===== src/rtl/gb_cpu_interrupt_ctrl.sv =====
// SM83 interrupt controller: IME, HALT and the 5-M-cycle interrupt dispatch.
// Optional DMG HALT bug strobe is enabled with `define GB_HALT_BUG_EN.
module gb_cpu_interrupt_ctrl #(
  parameter int          NUM_IRQ     = 5,
  parameter logic [15:0] VECTOR_BASE = 16'h0040
) (
  input  logic               clk,
  input  logic               reset,
  input  logic               instr_boundary,
  input  logic               enable_interrupts,
  input  logic               disable_interrupts,
  input  logic               reti,
  input  logic               halt_req,
  input  logic [NUM_IRQ-1:0] if_i,
  input  logic [NUM_IRQ-1:0] ie_i,
  output logic               ime,
  output logic               dispatch_active,
  output logic [2:0]         dispatch_m_cycle,
  output logic [15:0]        irq_vector,
  output logic [NUM_IRQ-1:0] irq_ack,
  output logic               halted,
  output logic               halt_bug
);

  localparam logic [1:0] ST_RUN  = 2'd0;
  localparam logic [1:0] ST_HALT = 2'd1;
  localparam logic [1:0] ST_DISP = 2'd2;

  logic [1:0]         state;
  logic               ei_pending;
  logic [NUM_IRQ-1:0] pending;
  logic [NUM_IRQ-1:0] lowest;
  logic               any_pending;
  logic [15:0]        vec_c;
  logic               take_irq;
  logic               halt_skip;

  // Lowest set bit has priority: scan high to low so the last hit wins.
  always_comb begin
    pending     = if_i & ie_i;
    any_pending = |pending;
    lowest      = '0;
    vec_c       = '0;
    for (int i = NUM_IRQ-1; i >= 0; i--) begin
      if (pending[i]) begin
        lowest    = '0;
        lowest[i] = 1'b1;
        vec_c     = VECTOR_BASE + 16'(i * 8);
      end
    end
  end

  assign take_irq        = (state == ST_RUN) && instr_boundary && ime && any_pending;
  assign halt_skip       = any_pending && !ime;
  assign dispatch_active = (state == ST_DISP);
  // Combinational so the ack reflects pending as seen during step 3 itself.
  assign irq_ack         = (state == ST_DISP && dispatch_m_cycle == 3'd3) ? lowest : '0;

  always_ff @(posedge clk or posedge reset) begin
    if (reset) begin
      state            <= ST_RUN;
      ime              <= 1'b0;
      ei_pending       <= 1'b0;
      dispatch_m_cycle <= 3'd0;
      irq_vector       <= 16'h0000;
      halted           <= 1'b0;
      halt_bug         <= 1'b0;
    end else begin
      halt_bug <= 1'b0;
      if (reti)              ime        <= 1'b1;
      if (enable_interrupts) ei_pending <= 1'b1;
      case (state)
        ST_RUN: begin
          if (instr_boundary && ei_pending) begin
            ime        <= 1'b1;
            ei_pending <= enable_interrupts;
          end
          if (take_irq) begin
            state            <= ST_DISP;
            dispatch_m_cycle <= 3'd0;
            ime              <= 1'b0;
            ei_pending       <= 1'b0;
          end else if (halt_req) begin
            if (halt_skip) begin
`ifdef GB_HALT_BUG_EN
              halt_bug <= !halt_bug;
`endif
            end else begin
              state  <= ST_HALT;
              halted <= 1'b1;
            end
          end
        end
        ST_HALT: begin
          if (any_pending) begin
            halted <= 1'b0;
            // A deferred EI counts as IME=1 for the wake-up decision.
            if (ime || ei_pending) begin
              state            <= ST_DISP;
              dispatch_m_cycle <= 3'd0;
              ime              <= 1'b0;
              ei_pending       <= 1'b0;
            end else begin
              state <= ST_RUN;
            end
          end
        end
        ST_DISP: begin
          if (dispatch_m_cycle == 3'd3) irq_vector <= vec_c;
          if (dispatch_m_cycle == 3'd4) begin
            state            <= ST_RUN;
            dispatch_m_cycle <= 3'd0;
          end else begin
            dispatch_m_cycle <= dispatch_m_cycle + 3'd1;
          end
        end
        default: state <= ST_RUN;
      endcase
      if (disable_interrupts) begin
        ime        <= 1'b0;
        ei_pending <= 1'b0;
      end
    end
  end

endmodule


===== config.mk =====
export PLATFORM = sky130hd
export DESIGN_NAME = gb_cpu_interrupt_ctrl
export DESIGN_NICKNAME = d
export VERILOG_FILES = /design/src/rtl/gb_cpu_interrupt_ctrl.sv
export SDC_FILE = /design/constraint.sdc
export NUM_CORES = 1
export LEC_CHECK = 0
export CORE_UTILIZATION = 38
export DETAILED_ROUTE_END_ITERATION = 6
export PLACE_DENSITY = 0.79
export SKIP_LAST_GASP = 1
export SLEW_MARGIN = 20
export SYNTH_ARGS = -nofsm -noshare
export SYNTH_HDL_FRONTEND = slang
export SYNTH_SLANG_ARGS = --single-unit

===== constraint.sdc =====
create_clock -name clk -period 1.98 [get_ports clk]
set_input_delay 0.594 -clock clk [delete_from_list [all_inputs] [get_ports clk]]
set_output_delay 0.594 -clock clk [all_outputs]
set_load 0.01 [all_outputs]

Yosys cells after proc, flatten, opt, wreduce, memory -nomap -nowiden. Index checks and enable logic that the tools add are counted.

Register bits after elaboration: 24.

Bitwise operators: 1. Reductions and logical operators: 16. Muxes and demuxes: 42. Add/sub/neg operators: 1. Equality and inequality tests: 13.

Operator list (count): two-way mux 16 bit (4); two-way mux 5 bit (6); two-way mux 1 bit (16); two-way mux 2 bit (6); two-way mux 3 bit (4); inequality test 2 bit, second input constant (6); one-hot mux 3 bit (3 select lines) (1); AND reduction 4 bit (2); two-way mux 7 bit (1); logical AND 1 bit (6); inequality test 3 bit, second input constant (2); one-hot mux 1 bit (2 select lines) (3); one-hot mux 2 bit (3 select lines) (1); bitwise AND 5 bit (1); AND reduction 5 bit (1); OR reduction 5 bit (1); adder 3 x 1 -> 3 bit, second input constant (1); equality test 3 x 2 -> 1 bit, second input constant (1); equality test 3 bit, second input constant (1); nonzero test 3 bit (1); equality test 2 x 1 -> 1 bit, second input constant (1); equality test 2 bit, second input constant (1); zero test 2 bit (1); inequality test 2 x 1 -> 1 bit, second input constant (1); other kinds (4) (4).

Longest topological paths before layout. Gate-level depths: netlist of the first run.

Depth after elaboration: 7. Gate-level depth with buffers: 6. Gate-level depth less buffers: 5.

Worst setup path before layout of the first run. OpenSTA, ideal clock, no wires.

Kind: register to output. From: register state[0]. To: output port irq_ack[1]. Slack: 192 ps. Data arrival time: 1194 ps. Path buffers: 2. Cell stages (with the launch flop): 6. Path through: dfrtp_1 -> buf_2 -> nor2b_1 -> buf_4 -> nand2_2 -> nor3b_1.

Longest elaborated chain between the ends: 3.

RTL lines: from (decl) (line 29) `logic [1:0] state;`; from (signal assigned) (line 61) `state <= ST_RUN;`; from (signal assigned) (line 79) `state <= ST_DISP;`; from (signal assigned) (line 89) `state <= ST_HALT;`; equality test 2 bit; net dispatch_active (line 17) `output logic dispatch_active,`; logical AND 1 bit (line 57) `assign irq_ack = (state == ST_DISP && dispatch_m_cycle == 3'd3) ? lowest : '0;`; two-way mux 5 bit (line 57); to (decl) (line 20) `output logic [NUM_IRQ-1:0] irq_ack,`.

The timed path passes the listed nets, and every way through them passes these cells.

Final worst setup path of the first run.
From: register dispatch_m_cycle[0]. To: output port irq_ack[0].

Longest elaborated chain between the ends: 3.

RTL lines: from (decl) (line 18) `output logic [2:0] dispatch_m_cycle,`; from (signal assigned) (line 114) `dispatch_m_cycle <= dispatch_m_cycle + 3'd1;`; equality test 3 x 2 -> 1 bit (line 57); logical AND 1 bit (line 57); two-way mux 5 bit (line 57).

No other way between the ends.

==> results of run 1 <==
==> area by class of cell <==
cell class	instances	area, um^2	share of cell area
timing repair buffer	53	454	0.347
clock buffer	3	22.5	0.0172
multi-input combinational	69	480	0.367
inverter	5	18.8	0.0143
sequential	12	300	0.229
tap	27	33.8	0.0258
==> layer usage <==
metal | up-vias | track usage
met2 | 32 | 0.365
met3 | 4 | 0.0491
li1 | 390 | -
met4 | 0 | 0.0722
met5 | - | 0
met1 | 371 | 0.215
==> worst max-delay path by stage <==
stage                         from  cells past startpoint          to  slack (ns)
2_1_floorplan             state[0]                      5  irq_ack[1]        0.19
3_3_place_gp               if_i[1]                      5  irq_ack[4]       -0.64
3_5_place_dp               if_i[3]                      5  irq_ack[4]       -0.69
4_1_cts        dispatch_m_cycle[0]                      6  irq_ack[4]        -0.1
5_1_grt        dispatch_m_cycle[0]                      6  irq_ack[4]       -0.16
6_report       dispatch_m_cycle[0]                      7  irq_ack[0]        -0.1
==> report_power, final <==
part | total, uW | internal, uW | switching [uW]
registers | 402 | 336 | 66.1
logic | 787 | 436 | 352
clock network | 160 | 70.8 | 89.3
total | 1350 | 842 | 507
==> repair_timing <==
action | in CTS | in global routing
endpoints found under the setup margin | 6 | 7
gates resized for setup | 39 | 7
pin swaps | 5 | 3
buffers inserted | 6 | 2
hold buffers | 0 | 0
==> synth_stat cells (2+ instances only) <==
cell	number
buf_4	14
nor3b_1	2
nand2b_1	2
a21oi_1	3
dfrtp_1	12
nand3_1	3
a211oi_1	2
o21ai_0	3
ha_1	3
nand2_1	12
nor2_1	6
a221oi_1	2
nor2b_1	2
a21o_1	2
nand2_2	2
inv_1	5
o31ai_2	2
nand4_1	2
==> per-stage QoR <==
step | setup WS [ns] | cell area [um^2] | util | power (uW)
detailed placement | -0.688 | 1190 | 0.601 | 1090
CTS | -0.0992 | 1260 | 0.636 | 1300
floorplan | 0.192 | 852 | - | 758
global placement | -0.636 | 1190 | 0.601 | 1060
finish | -0.0963 | 1310 | 0.661 | 1350
global route | -0.155 | 1310 | 0.661 | 1440
==> sequential cells by signal (all words and copies together), names as in the netlist <==
signal and cells:
ei_pending 1, dispatch_m_cycle 3, irq_vector 4, halted 1, state 2, ime 1
==> kinds of logic (layout without fill, tap and decap cells) <==
logic type,Yosys count,in the layout,share of synthesized area
adders and majority gates,3,3,0.0465
DFF,12,12,0.372
buffers and inverters,20,61,0.160
and+or+nand+nor,32,32,0.189
muxes,1,1,0.0140
other,1,13,0.00465
AOI/OAI and AO/OA,20,20,0.214
==> worst max-delay path, cell delays in order, from the launching register on <==
cell     delay (ns)
dfrtp_1        0.40
ha_4           0.17
ha_4           0.13
buf_4          0.11
nand2_4        0.05
buf_6          0.11
nor2_1         0.10
buf_2          0.14
==> key figures, run 1 <==
Clock network
  – Clock latency on the worst-skew pair: 0.29 ns
  – Longest Clk Path Bufs: 2
  – CTS tree: done
  – Root Buffer: clkbuf_4
  – Clock-pin slew on the worst setup and hold paths: 0.08 ns
  – CTS H-Tree Depth: 1
  – Clock sink count: 12
  – CTS Buf Count: 3

Finish
  – Commonest non-fill, non-tap cell in the layout: buf_4
  – Commonest non-fill, non-tap cells in the layout: 21 x buf_4, 15 x clkdlybuf4s50_1, 13 x conb_1
  – FILL cells: 154
  – Final #Nets: 164
  – Diodes inserted: 0
  – Share of post-route cells with drive strength above 1: 0.324
  – P&R area growth vs syn: 62.3%
  – Final std cells w/o fill: 169

Synthesis
  – Post-synthesis cell type count: 28
  – Synthesized area per cell: 9.07 um^2
  – Top-area cell type share of the netlist area: 0.372
  – Post-synth EDFFs: 0
  – Register bit count reported by yosys: 12
  – Ranking of synthesized cells by area: dfrtp_1 37%, buf_4 13%, nand2_1 5.6%
  – FFs w/ async S/R, synth: 1.00
  – Post-synth top area cell: dfrtp_1
  – Cells after synthesis: 89
  – Post-synth top flop: dfrtp_1
  – Synthesized cell area: 807 um^2
  – Synth warnings: 0
  – Post-synthesis sequential area ratio: 0.372

Drt
  – DRT Pass-1 Iters: 6
  – Routed len/inst: 13.1 um
  – DRC: 0
  – Drt via density: 4.72
  – Met1 wire length: 878 um
  – Vias post-DR: 797
  – Top sig layer: met4
  – Final WL: 2210 um
  – DR iter-0 viols: 22
  – Metal3 WL: 143 um
  – Antenna-violating nets left: 0
  – WL met2: 1150 um

STA
  – Fin. max-slew vios: 0
  – Setup_tns: -0.374 ns
  – RSZ-0062 raised after global routing: yes
  – Minimum period implied by the final worst setup slack: 2.08 ns
  – Fmax: 482 MHz
  – Final clock skew: 0.0110 ns
  – Setup violators final: 5
  – Tcrit/Tclk final: 1.05
  – Setup ws final: -0.0963 ns
  – Hold_ws: 0.492 ns
  – Final Hold Viols: 0

Worst setup path
  – FF-to-FF path depth: 7
  – CP Launch Type: flip-flop
  – Worst reg2reg startpoint: dispatch_m_cycle[0]
  – Worst path required time: 1.39 ns
  – R2R setup slack: 0.39 ns
  – Critical path arrival: 1.48 ns
  – Critical path class: flip-flop to primary output
  – CP Max Fanout: 2
  – Setup crit end kind: primary output
  – Critical R2R Capture: irq_vector[6]

Worst hold path
  – Worst Hold Class: flip-flop to flip-flop
  – Min-Delay Path Depth: 1
  – WHS Endpoint: irq_vector[5]
  – HP Start: irq_vector[5]

Die
  – Starting density of the core: 0.407
  – IO Count: 45
  – Cell Rows: 16
  – Die height: 48.1 um
  – Die area: 2310 um^2
  – Core Region: 1980 um^2
  – Die X: 48.1 um

Global routing
  – First-pass GRT wire length: 3060 um
  – Largest net degree at the start of global routing: 13
  – GRT overflow: 0
  – Initial antenna violation count: 0
  – Total Routing Usage GR: 0.197
  – Vias in the first global route: 737

Power
  – Worst vdd ir: 646 uV
  – Power Density: 1030 nW/um^2
  – Leak: 0.000666 uW

Run
  – Max_cap viols: 0

Status
  – Status: finished with violations
  – Failing checks: setup timing

Place
  – Inst Count DP: 158
  – IO Port Bufs: 31
  – Routability Congestion: 0.788
  – Post-DP HPWL: 1630 um
No activity file was read; power rests on OpenSTA's default activity.
==> run 2, diff against run 1 <==
- TNS_END_PERCENT: default -> 50
==> run 2 against run 1 <==
The flow still finishes with violations (setup timing). Wire length fell by 0.45%. Hold slack about the same. Cell count unchanged. Critical path depth stayed put. Die area unchanged. Flip-flop and latch count did not move. Utilization down 0.13 points. First-iteration DRC count rose by 4.5%. Worst setup slack worse by 0.0092 ns. Sequential share of layout area hardly changed. Global-route usage grew 0.078 points. Highest routed layer unchanged.
==> key figures, run 2 (synthesis gave the netlist of run 1 again) <==
STA
  – Hold_ws: 0.492 ns (-0.0000780 ns)
  – Minimum period implied by the final worst setup slack: 2.09 ns (+0.00922 ns)
  – Setup_tns: -0.412 ns (-0.0377 ns)
  – Tcrit/Tclk final: 1.05 (+0.00466)
  – RSZ-0062 raised after global routing: yes
  – Fin. max-slew vios: 0 (unchanged)
  – Final Hold Viols: 0 (unchanged)
  – Final clock skew: 0.0107 ns (-0.000260 ns)
  – Fmax: 480 MHz (-0.44%)
  – Setup violators final: 6 (+1)
  – Setup ws final: -0.105 ns (-0.00922 ns)

Drt
  – Metal3 WL: 123 um (-14%)
  – Met1 wire length: 889 um (+1.3%)
  – Final WL: 2200 um (-0.45%)
  – Top sig layer: met4
  – Drt via density: 4.70 (-0.38%)
  – DRT Pass-1 Iters: 4 (-2)
  – DRC: 0 (unchanged)
  – WL met2: 1160 um (+1.1%)
  – Antenna-violating nets left: 0 (unchanged)
  – Vias post-DR: 794 (-0.38%)
  – DR iter-0 viols: 23 (+4.5%)
  – Routed len/inst: 13.0 um (-0.45%)

Finish
  – Share of post-route cells with drive strength above 1: 0.324 (unchanged)
  – Commonest non-fill, non-tap cell in the layout: buf_4
  – Commonest non-fill, non-tap cells in the layout: 21 x buf_4, 16 x clkdlybuf4s50_1, 13 x conb_1
  – Final Instance Area: 1310 um^2 (-0.19%)
  – FILL cells: 156 (+1.3%)
  – Area of the multi-input gates: 480 um^2 (unchanged)
  – Largest Register: irq_vector
  – Diodes inserted: 0 (unchanged)
  – Largest registers: irq_vector: 4 flops, dispatch_m_cycle: 3 flops, state: 2 flops
  – Number of flip-flops under the largest register name: 4 (unchanged)
  – Reg area: 300 um^2 (unchanged)
  – P&R area growth vs syn: 62.0%
  – Final #Nets: 164 (unchanged)

Worst setup path
  – Setup crit end kind: primary output
  – CP Cell Sequence: ha_4 > ha_4 > buf_4 > nand2_4 > buf_6 > nor2_1 > buf_2
  – Delay-heaviest family, CP: flip-flops
  – Worst path required time: 1.39 ns (about the same)
  – Largest stage delay, worst path: 0.39 ns (about the same)
  – Most used cell, CP: ha_4
  – Critical path class: flip-flop to primary output
  – Worst path bufs/invs: 3 (unchanged)
  – CP Max Fanout: 2 (unchanged)
  – CP Launch Type: flip-flop
  – Slowest-stage cell, CP: dfrtp_1
  – Critical path arrival: 1.49 ns (about the same)

Clock network
  – CTS Buf Count: 3 (unchanged)
  – Clock-pin slew on the worst setup and hold paths: 0.08 ns (about the same)
  – CTS tree: done
  – Clock sink count: 12 (unchanged)
  – Clock latency on the worst-skew pair: 0.29 ns (about the same)
  – Longest Clk Path Bufs: 2 (unchanged)
  – Root Buffer: clkbuf_4
  – CTS H-Tree Depth: 1 (unchanged)

Die
  – IO Count: 45 (unchanged)
  – Core Region: 1980 um^2 (unchanged)
  – Cell Rows: 16 (unchanged)
  – Die height: 48.1 um (unchanged)
  – Starting density of the core: 0.407 (unchanged)
  – Die X: 48.1 um (unchanged)
  – Die area: 2310 um^2 (unchanged)

Global routing
  – GRT overflow: 0 (unchanged)
  – Initial antenna violation count: 0 (unchanged)
  – Total Routing Usage GR: 0.198 (+0.000776)
  – First-pass GRT wire length: 3070 um (+0.23%)
  – Largest net degree at the start of global routing: 13 (unchanged)
  – Vias in the first global route: 737 (unchanged)

Status
  – Status: finished with violations
  – Failing checks: setup timing

Power
  – Power Density: 1030 nW/um^2 (+0.32%)
  – Leak: 0.000653 uW (-1.9%)
  – Worst vdd ir: 658 uV (+2.0%)

Place
  – Routability Congestion: 0.788 (unchanged)
  – Post-DP HPWL: 1630 um (unchanged)
  – IO Port Bufs: 31 (unchanged)
  – Area after DPL: 1190 um^2 (unchanged)

Run
  – Max_cap viols: 0 (unchanged)

Worst hold path
  – Worst Hold Class: flip-flop to flip-flop
run 2: timing repair:
item,4_1_cts,5_1_grt
gates resized for setup,36,9
hold buffers,0,0
endpoints found under the setup margin,6,7
buffers inserted,6,2
pin swaps,5,3
run 2: worst paths after layout:
kind	endpoint	startpoint	depth (start not counted)	slack, ns
max	irq_ack[0]	dispatch_m_cycle[0]	7	-0.11
min	irq_vector[5]	irq_vector[5]	1	0.49
max reg2reg	irq_vector[6]	dispatch_m_cycle[0]	7	0.39
min reg2reg	irq_vector[5]	irq_vector[5]	1	0.49
max in group asynchronous	dispatch_m_cycle[0]	reset	2	1.04
min in group asynchronous	irq_vector[6]	reset	2	0.61
run 2: metal layers:
metal | vias to the layer above | track usage
li1 | 389 | -
met1 | 371 | 0.215
met2 | 30 | 0.368
met3 | 4 | 0.0491
met4 | 0 | 0.0722
met5 | - | 0
run 2: report_power, final:
group	total, uW	internal, uW	switching [uW]	leakage, uW
registers	402	336	66.3	0.000152
logic	790	438	352	0.000488
clock network	159	70.8	88.1	0.0000138
run 2: through the flow:
step,utilization,total power [uW],std cells,setup slack [ns]
finish,0.660,1350,169,-0.105
global route,0.660,1440,169,-0.155
CTS,0.638,1300,167,-0.123
detailed placement,0.601,1090,158,-0.688
global placement,0.601,1060,158,-0.636
floorplan,-,758,101,0.192
run 2: cell type report:
cell class | instances | share of cell area
sequential | 12 | 0.230
timing repair buffer | 53 | 0.345
inverter | 5 | 0.0144
clock buffer | 3 | 0.0172
tap | 27 | 0.0258
multi-input combinational | 69 | 0.367
